==> config.mk <==
export PLATFORM = sky130hd
export DESIGN_NAME = cnn_accel_driver
export DESIGN_NICKNAME = d
export VERILOG_FILES = /design/src/rtl/cnn_accel_driver_pkg.sv /design/src/rtl/cnn_img_buf.sv /design/src/rtl/cnn_accel_driver.sv
export SDC_FILE = /design/constraint.sdc
export NUM_CORES = 1
export LEC_CHECK = 0
export ABC_AREA = 1
export CORE_MARGIN = 1.5
export CORE_UTILIZATION = 67
export CTS_CLUSTER_DIAMETER = 60
export DETAILED_ROUTE_END_ITERATION = 8
export PLACE_DENSITY_LB_ADDON = 0.25
export SLEW_MARGIN = 30
export SYNTH_ARGS = -nofsm -noshare
export SYNTH_HDL_FRONTEND = slang
export SYNTH_SLANG_ARGS = --single-unit
export TNS_END_PERCENT = 10
==> constraint.sdc <==
create_clock -name clk -period 5.1 [get_ports clk]
set_clock_uncertainty 0.05 [all_clocks]
set_input_delay 0.765 -clock clk [delete_from_list [all_inputs] [get_ports clk]]
set_output_delay 0.765 -clock clk [all_outputs]
set_load 0.02 [all_outputs]
==> src/rtl/cnn_accel_driver_pkg.sv <==
// rtl/cnn_accel_driver_pkg.sv - shared constants and FSM encoding for the CNN accelerator driver
//
// Purpose : default frame geometry, accelerator mode encoding, counter widths
//           and the driver state type.
// Ports   : none (package).

package cnn_accel_driver_pkg;

   localparam int   IMG_W           = 8;
   localparam int   KERNEL_TAPS     = 9;
   // 3 conv kernels plus 3 FC vectors, each 9 taps
   localparam int   W_BYTES_DEF     = 6 * KERNEL_TAPS;
   localparam int   D_BYTES_DEF     = IMG_W * IMG_W;
   localparam logic WEIGHT_MODE_DEF = 1'b1;
   localparam int   TIMEOUT_CYC_DEF = 256;

   localparam int   CNT_W           = 7;
   localparam int   WCNT_W          = 9;

   typedef enum logic [2:0] {
      ST_IDLE    = 3'd0,
      ST_LOAD_W  = 3'd1,
      ST_FILL_D  = 3'd2,
      ST_BURST_D = 3'd3,
      ST_WAIT_R  = 3'd4,
      ST_HOLD_R  = 3'd5
   } drv_state_t;

endpackage

==> src/rtl/cnn_img_buf.sv <==
// rtl/cnn_img_buf.sv - image byte buffer, one write port and one combinational read port
//
// Purpose : holds one full image so the data load can be replayed as a
//           gap-free burst.
// Ports   : clk            clock
//           wen/waddr/wdata write port
//           raddr -> rdata combinational read port

module cnn_img_buf
   import cnn_accel_driver_pkg::*;
#(
   parameter int DEPTH = D_BYTES_DEF,
   parameter int AW    = $clog2(DEPTH)
)(
   input  logic          clk,
   input  logic          wen,
   input  logic [AW-1:0] waddr,
   input  logic [7:0]    wdata,
   input  logic [AW-1:0] raddr,
   output logic [7:0]    rdata
);

   logic [7:0] mem [DEPTH];

   // No reset: contents are only read after a full fill of the current frame.
   always_ff @(posedge clk) begin
      if (wen) begin
         mem[waddr] <= wdata;
      end
   end

   assign rdata = mem[raddr];

endmodule

==> src/rtl/cnn_accel_driver.sv <==
// rtl/cnn_accel_driver.sv - host-side byte-load initiator for the CNN accelerator
//
// Purpose : accepts optional weights then one 8x8 image on a valid/ready byte
//           stream, forwards weights directly, buffers the image and replays it
//           as one gap-free ram_en burst, then waits for the result with a
//           timeout and returns it on a valid/ready result port.
// Ports   : clk, rst_n                  clock, async active-low reset
//           start, reload_weights       frame start pulse and weight reload request
//           s_valid, s_data, s_ready    upstream byte stream
//           acc_mode, acc_din, acc_ram_en  accelerator load port
//           acc_dout, acc_out_flag      accelerator result
//           m_valid, m_data, m_ready    result stream
//           busy, done, timeout_err     status

module cnn_accel_driver
   import cnn_accel_driver_pkg::*;
#(
   parameter int   W_BYTES     = W_BYTES_DEF,
   parameter int   D_BYTES     = D_BYTES_DEF,
   parameter logic WEIGHT_MODE = WEIGHT_MODE_DEF,
   parameter int   TIMEOUT_CYC = TIMEOUT_CYC_DEF
)(
   input  logic       clk,
   input  logic       rst_n,
   input  logic       start,
   input  logic       reload_weights,
   input  logic       s_valid,
   input  logic [7:0] s_data,
   output logic       s_ready,
   output logic       acc_mode,
   output logic [7:0] acc_din,
   output logic       acc_ram_en,
   input  logic [7:0] acc_dout,
   input  logic       acc_out_flag,
   output logic       m_valid,
   output logic [7:0] m_data,
   input  logic       m_ready,
   output logic       busy,
   output logic       done,
   output logic       timeout_err
);

   localparam int                AW     = $clog2(D_BYTES);
   localparam logic [CNT_W-1:0]  W_LAST = CNT_W'(W_BYTES - 1);
   localparam logic [CNT_W-1:0]  D_LAST = CNT_W'(D_BYTES - 1);
   localparam logic [WCNT_W-1:0] T_LAST = WCNT_W'(TIMEOUT_CYC - 1);

   drv_state_t        state;
   logic [CNT_W-1:0]  cnt;
   logic [WCNT_W-1:0] wcnt;
   logic              weights_loaded;
   logic              s_fire;
   logic              buf_wen;
   logic [7:0]        buf_rdata;

   // s_ready and busy depend on state only, never on an input.
   assign s_ready = (state == ST_LOAD_W) || (state == ST_FILL_D);
   assign busy    = (state != ST_IDLE);
   assign s_fire  = s_valid & s_ready;
   assign buf_wen = s_fire & (state == ST_FILL_D);

   // The byte counter addresses the buffer for both the fill and the burst.
   cnn_img_buf #(
      .DEPTH (D_BYTES),
      .AW    (AW)
   ) u_img_buf (
      .clk   (clk),
      .wen   (buf_wen),
      .waddr (cnt[AW-1:0]),
      .wdata (s_data),
      .raddr (cnt[AW-1:0]),
      .rdata (buf_rdata)
   );

   always_ff @(posedge clk or negedge rst_n) begin
      if (!rst_n) begin
         state          <= ST_IDLE;
         cnt            <= '0;
         wcnt           <= '0;
         weights_loaded <= 1'b0;
         acc_mode       <= ~WEIGHT_MODE;
         acc_din        <= 8'h00;
         acc_ram_en     <= 1'b0;
         m_valid        <= 1'b0;
         m_data         <= 8'h00;
         done           <= 1'b0;
         timeout_err    <= 1'b0;
      end else begin
         // acc_mode only shows WEIGHT_MODE on cycles that actually write a weight.
         acc_ram_en <= 1'b0;
         acc_mode   <= ~WEIGHT_MODE;
         done       <= 1'b0;

         unique case (state)
            ST_IDLE: begin
               if (start) begin
                  timeout_err <= 1'b0;
                  cnt         <= '0;
                  state       <= (reload_weights || !weights_loaded) ? ST_LOAD_W : ST_FILL_D;
               end
            end

            ST_LOAD_W: begin
               if (s_fire) begin
                  acc_din    <= s_data;
                  acc_ram_en <= 1'b1;
                  acc_mode   <= WEIGHT_MODE;
                  if (cnt == W_LAST) begin
                     weights_loaded <= 1'b1;
                     cnt            <= '0;
                     state          <= ST_FILL_D;
                  end else begin
                     cnt <= cnt + 1'b1;
                  end
               end
            end

            ST_FILL_D: begin
               if (s_fire) begin
                  if (cnt == D_LAST) begin
                     cnt   <= '0;
                     state <= ST_BURST_D;
                  end else begin
                     cnt <= cnt + 1'b1;
                  end
               end
            end

            ST_BURST_D: begin
               // One buffer byte per cycle; ram_en appears one cycle after the read.
               acc_din    <= buf_rdata;
               acc_ram_en <= 1'b1;
               if (cnt == D_LAST) begin
                  cnt   <= '0;
                  wcnt  <= '0;
                  state <= ST_WAIT_R;
               end else begin
                  cnt <= cnt + 1'b1;
               end
            end

            ST_WAIT_R: begin
               // Flag is tested first so a flag on the timeout cycle still wins.
               if (acc_out_flag) begin
                  m_data  <= acc_dout;
                  m_valid <= 1'b1;
                  state   <= ST_HOLD_R;
               end else if (wcnt == T_LAST) begin
                  timeout_err <= 1'b1;
                  done        <= 1'b1;
                  state       <= ST_IDLE;
               end else begin
                  wcnt <= wcnt + 1'b1;
               end
            end

            ST_HOLD_R: begin
               if (m_ready) begin
                  m_valid <= 1'b0;
                  done    <= 1'b1;
                  state   <= ST_IDLE;
               end
            end

            default: begin
               state <= ST_IDLE;
            end
         endcase
      end
   end

endmodule
==> flow_metrics.py <==
metrics = {
    "clock_network": {
        "cts_tree": "built",
        "clkTransAtPathRegs_ns": 0.06,
        "numCtsBuffers": 53,
        "h-tree-depth": 2,
        "clockRootBuffer": "clkbuf_16",
        "cts_buffer_depth": 3,
        "clkLatencyLatePin_ns": 0.59,
        "cts_setup_buffers": 0,
        "cts_sinks": 553,
        "cts_resized": 0,
        "cts_hold_buf": 0,
    },
    "cells_and_area": {
        "final_cell_area_um2": 26500,
        "drive_gt1_share_pct": 6.16,
        "layout.nets": 2401,
        "synthToLayoutAreaGrowth_pct": 10.2,
        "n_antenna_cell": 0,
        "final_cells": 2879,
    },
    "routing": {
        "drtIter0Drc": 2203,
        "vias": 16401,
        "drtPass1Iterations": 6,
        "vias_per_cell": 5.70,
        "drcViolationCount": 0,
        "route.antenna.remaining_nets": 0,
        "routedWlPerCell_um": 19.7,
        "drt-total-wl_mm": 56.6,
    },
    "sta": {
        "worst_slew_pin_slew_ns": 1.04,
        "period_minus_slack_ns": 3.52,
        "setup-tns-final_ns": 0,
        "slew_headroom_pct": 30.6,
        "slew_violations": 0,
        "fmax_ghz": 0.284,
        "setup_viol": 0,
        "rsz0062_at_grt": "no",
        "finalHoldViolCount": 0,
        "period_share_pct": 69.1,
    },
    "logic_synthesis": {
        "synth_seq_cells": 553,
        "synth.most_common_cell": "nand2_1",
        "yosysWarnings": 0,
        "synth_nets": 2373,
        "synthArstFlopShare_pct": 7.41,
        "synth_edf_count": 512,
        "synthTopCellsByArea": "edfxtp_1 64%, nand2_1 10%, inv_1 6.8%",
        "syn_area_um2": 24100,
        "synth.distinct_cells": 35,
        "netlist_instances": 2346,
        "synth_top_area_cell": "edfxtp_1",
        "ys.flop_type": "edfxtp_1",
        "synth_top_area_share_pct": 63.8,
        "yosysSeqAreaShare_pct": 68.1,
        "synthTopCellsByCount": "641 x nand2_1, 512 x edfxtp_1, 436 x inv_1",
        "syn_area_per_cell_um2": 10.3,
    },
    "critical_path": {
        "critical_path_arrival_ns": 3.69,
        "r2r_setup_slack_ns": 1.58,
        "r2r-end": "u_img_buf.mem[56][3]",
        "crit_fanout": 107,
        "worst-endpoint-required_ns": 5.27,
        "r2r-start": "cnt[0]",
        "startpoint_type": "register",
        "crit_type": "register to register",
        "r2r_cells": 3,
        "cp-end-kind": "register",
    },
    "global_routing": {
        "track_usage_pct": 31.1,
        "antenna_found_initial": 1,
        "grt_max_degree": 108,
        "gr-total-overflow": 0,
        "grt_pass1_vias": 15467,
        "grt_pass1_wl_mm": 85.2,
    },
    "floorplanning": {
        "start_util_pct": 67.9,
        "die_h_um": 193,
        "die_area_um2": 37100,
        "chipWidth_um": 193,
        "num_io_pins": 46,
        "std_cell_rows": 69,
        "placeableCoreArea_um2": 35500,
    },
    "run": {
        "cap_violations": 0,
    },
    "placed_design": {
        "numPlacedInstances": 2779,
        "portBuffers": 45,
        "place.gp.congestion": 0.889,
        "hpwl_mm": 34.1,
        "place_area_um2": 24700,
    },
    "power": {
        "leakagePower_nw": 11.3,
        "vdd_drop_max_v": 0.000370,
        "cellPowerDensity_nw_per_um2": 470,
    },
    "status": {
        "outcome": "complete, no violations",
    },
    "worst_hold_path": {
        "worstHoldPathType": "primary input to async pin",
    },
}
[final cells by class]
class,instances,area [µm²]
clock buffer,67,1430
clock inverter,32,355
fill,2222,8940
inverter,447,1680
multi-input combinational,1256,5520
sequential,553,16400
tap,461,577
timing repair buffer,63,576
[report_power, final]
| part | switching [W] | internal [W] | total, W |
|---|---|---|---|
| Clock | 0.00164 | 0.00239 | 0.00403 |
| Combinational | 0.00221 | 0.000943 | 0.00315 |
| Sequential | 0.000179 | 0.00510 | 0.00528 |
| Total | 0.00403 | 0.00843 | 0.0125 |
[kinds of logic (layout without fill, tap and decap cells)]
kind of cell	count (synthesis)	in the layout	share of synthesized area [%]
AND/OR/NAND/NOR	1112	1112	19.1
flip-flops	553	553	68.1
buffers and inverters	537	609	9.08
AO/OA/AOI/OAI	139	139	3.46
adder cells (fa/ha/maj)	4	4	0.208
XOR/XNOR	1	1	0.0364
[stage by stage]
| stage | setup WS (ns) | hold WS (ns) | power, W | util (%) |
|---|---|---|---|---|
| after floorplan | 2.87 | 0.386 | 0.00752 | - |
| after global placement | 1.56 | 0.403 | 0.00833 | 69.7 |
| after detailed placement | 1.44 | 0.405 | 0.00841 | 69.7 |
| after CTS | 1.58 | 0.301 | 0.0124 | 74.7 |
| after global routing | 1.42 | 0.153 | 0.0130 | 74.8 |
| final | 1.58 | 0.117 | 0.0125 | 74.8 |
[flip-flops by register name, indices dropped and copies added (netlist names)]
name / count
acc_din: 8
acc_mode: 1
acc_ram_en: 1
cnt: 7
done: 1
m_data: 8
m_valid: 1
state: 3
timeout_err: 1
u_img_buf.mem: 512
wcnt: 9
weights_loaded: 1
[layer usage]
layer | vias up | part of all wire (%) | wire length (µm) | GRT usage [%]
li1 | 7588 | - | - | -
met1 | 7651 | 39 | 21900 | 43.3
met2 | 1032 | 47 | 26400 | 48.9
met3 | 130 | 11 | 6500 | 5.96
met4 | 0 | 3.2 | 1790 | 12.0
met5 | - | 0 | 0 | 0
[worst max-delay path, stage by stage, from the launching register on]
cell and delay, ns:
dfrtp_4 0.75, inv_6 0.63, nand3_1 0.85, nor2_1 0.82
[worst max-delay path by stage]
stage,from,to,slack (ns),depth (start not counted)
after floorplan,s_valid,u_img_buf.mem[0][0],2.87,4
after global placement,s_valid,u_img_buf.mem[48][4],1.56,5
after detailed placement,s_valid,u_img_buf.mem[56][3],1.44,5
after CTS,cnt[0],u_img_buf.mem[56][3],1.58,3
after global routing,cnt[0],u_img_buf.mem[18][7],1.42,3
final,cnt[0],u_img_buf.mem[56][3],1.58,3
[layout by cell type, fill, tap and decap left out, drive strengths merged, types with 17 or more instances in the layout]
| master | count |
|---|---|
| or2 | 23 |
| dfrtp | 41 |
| nand2 | 645 |
| o211ai | 48 |
| clkinv | 23 |
| nor2 | 215 |
| nand3 | 204 |
| nor3 | 17 |
| edfxtp | 512 |
| buf | 27 |
| inv | 445 |
| o21ai | 77 |
| clkbuf | 67 |
| clkdlybuf4s50 | 36 |
(Power assumes the default switching activity.)
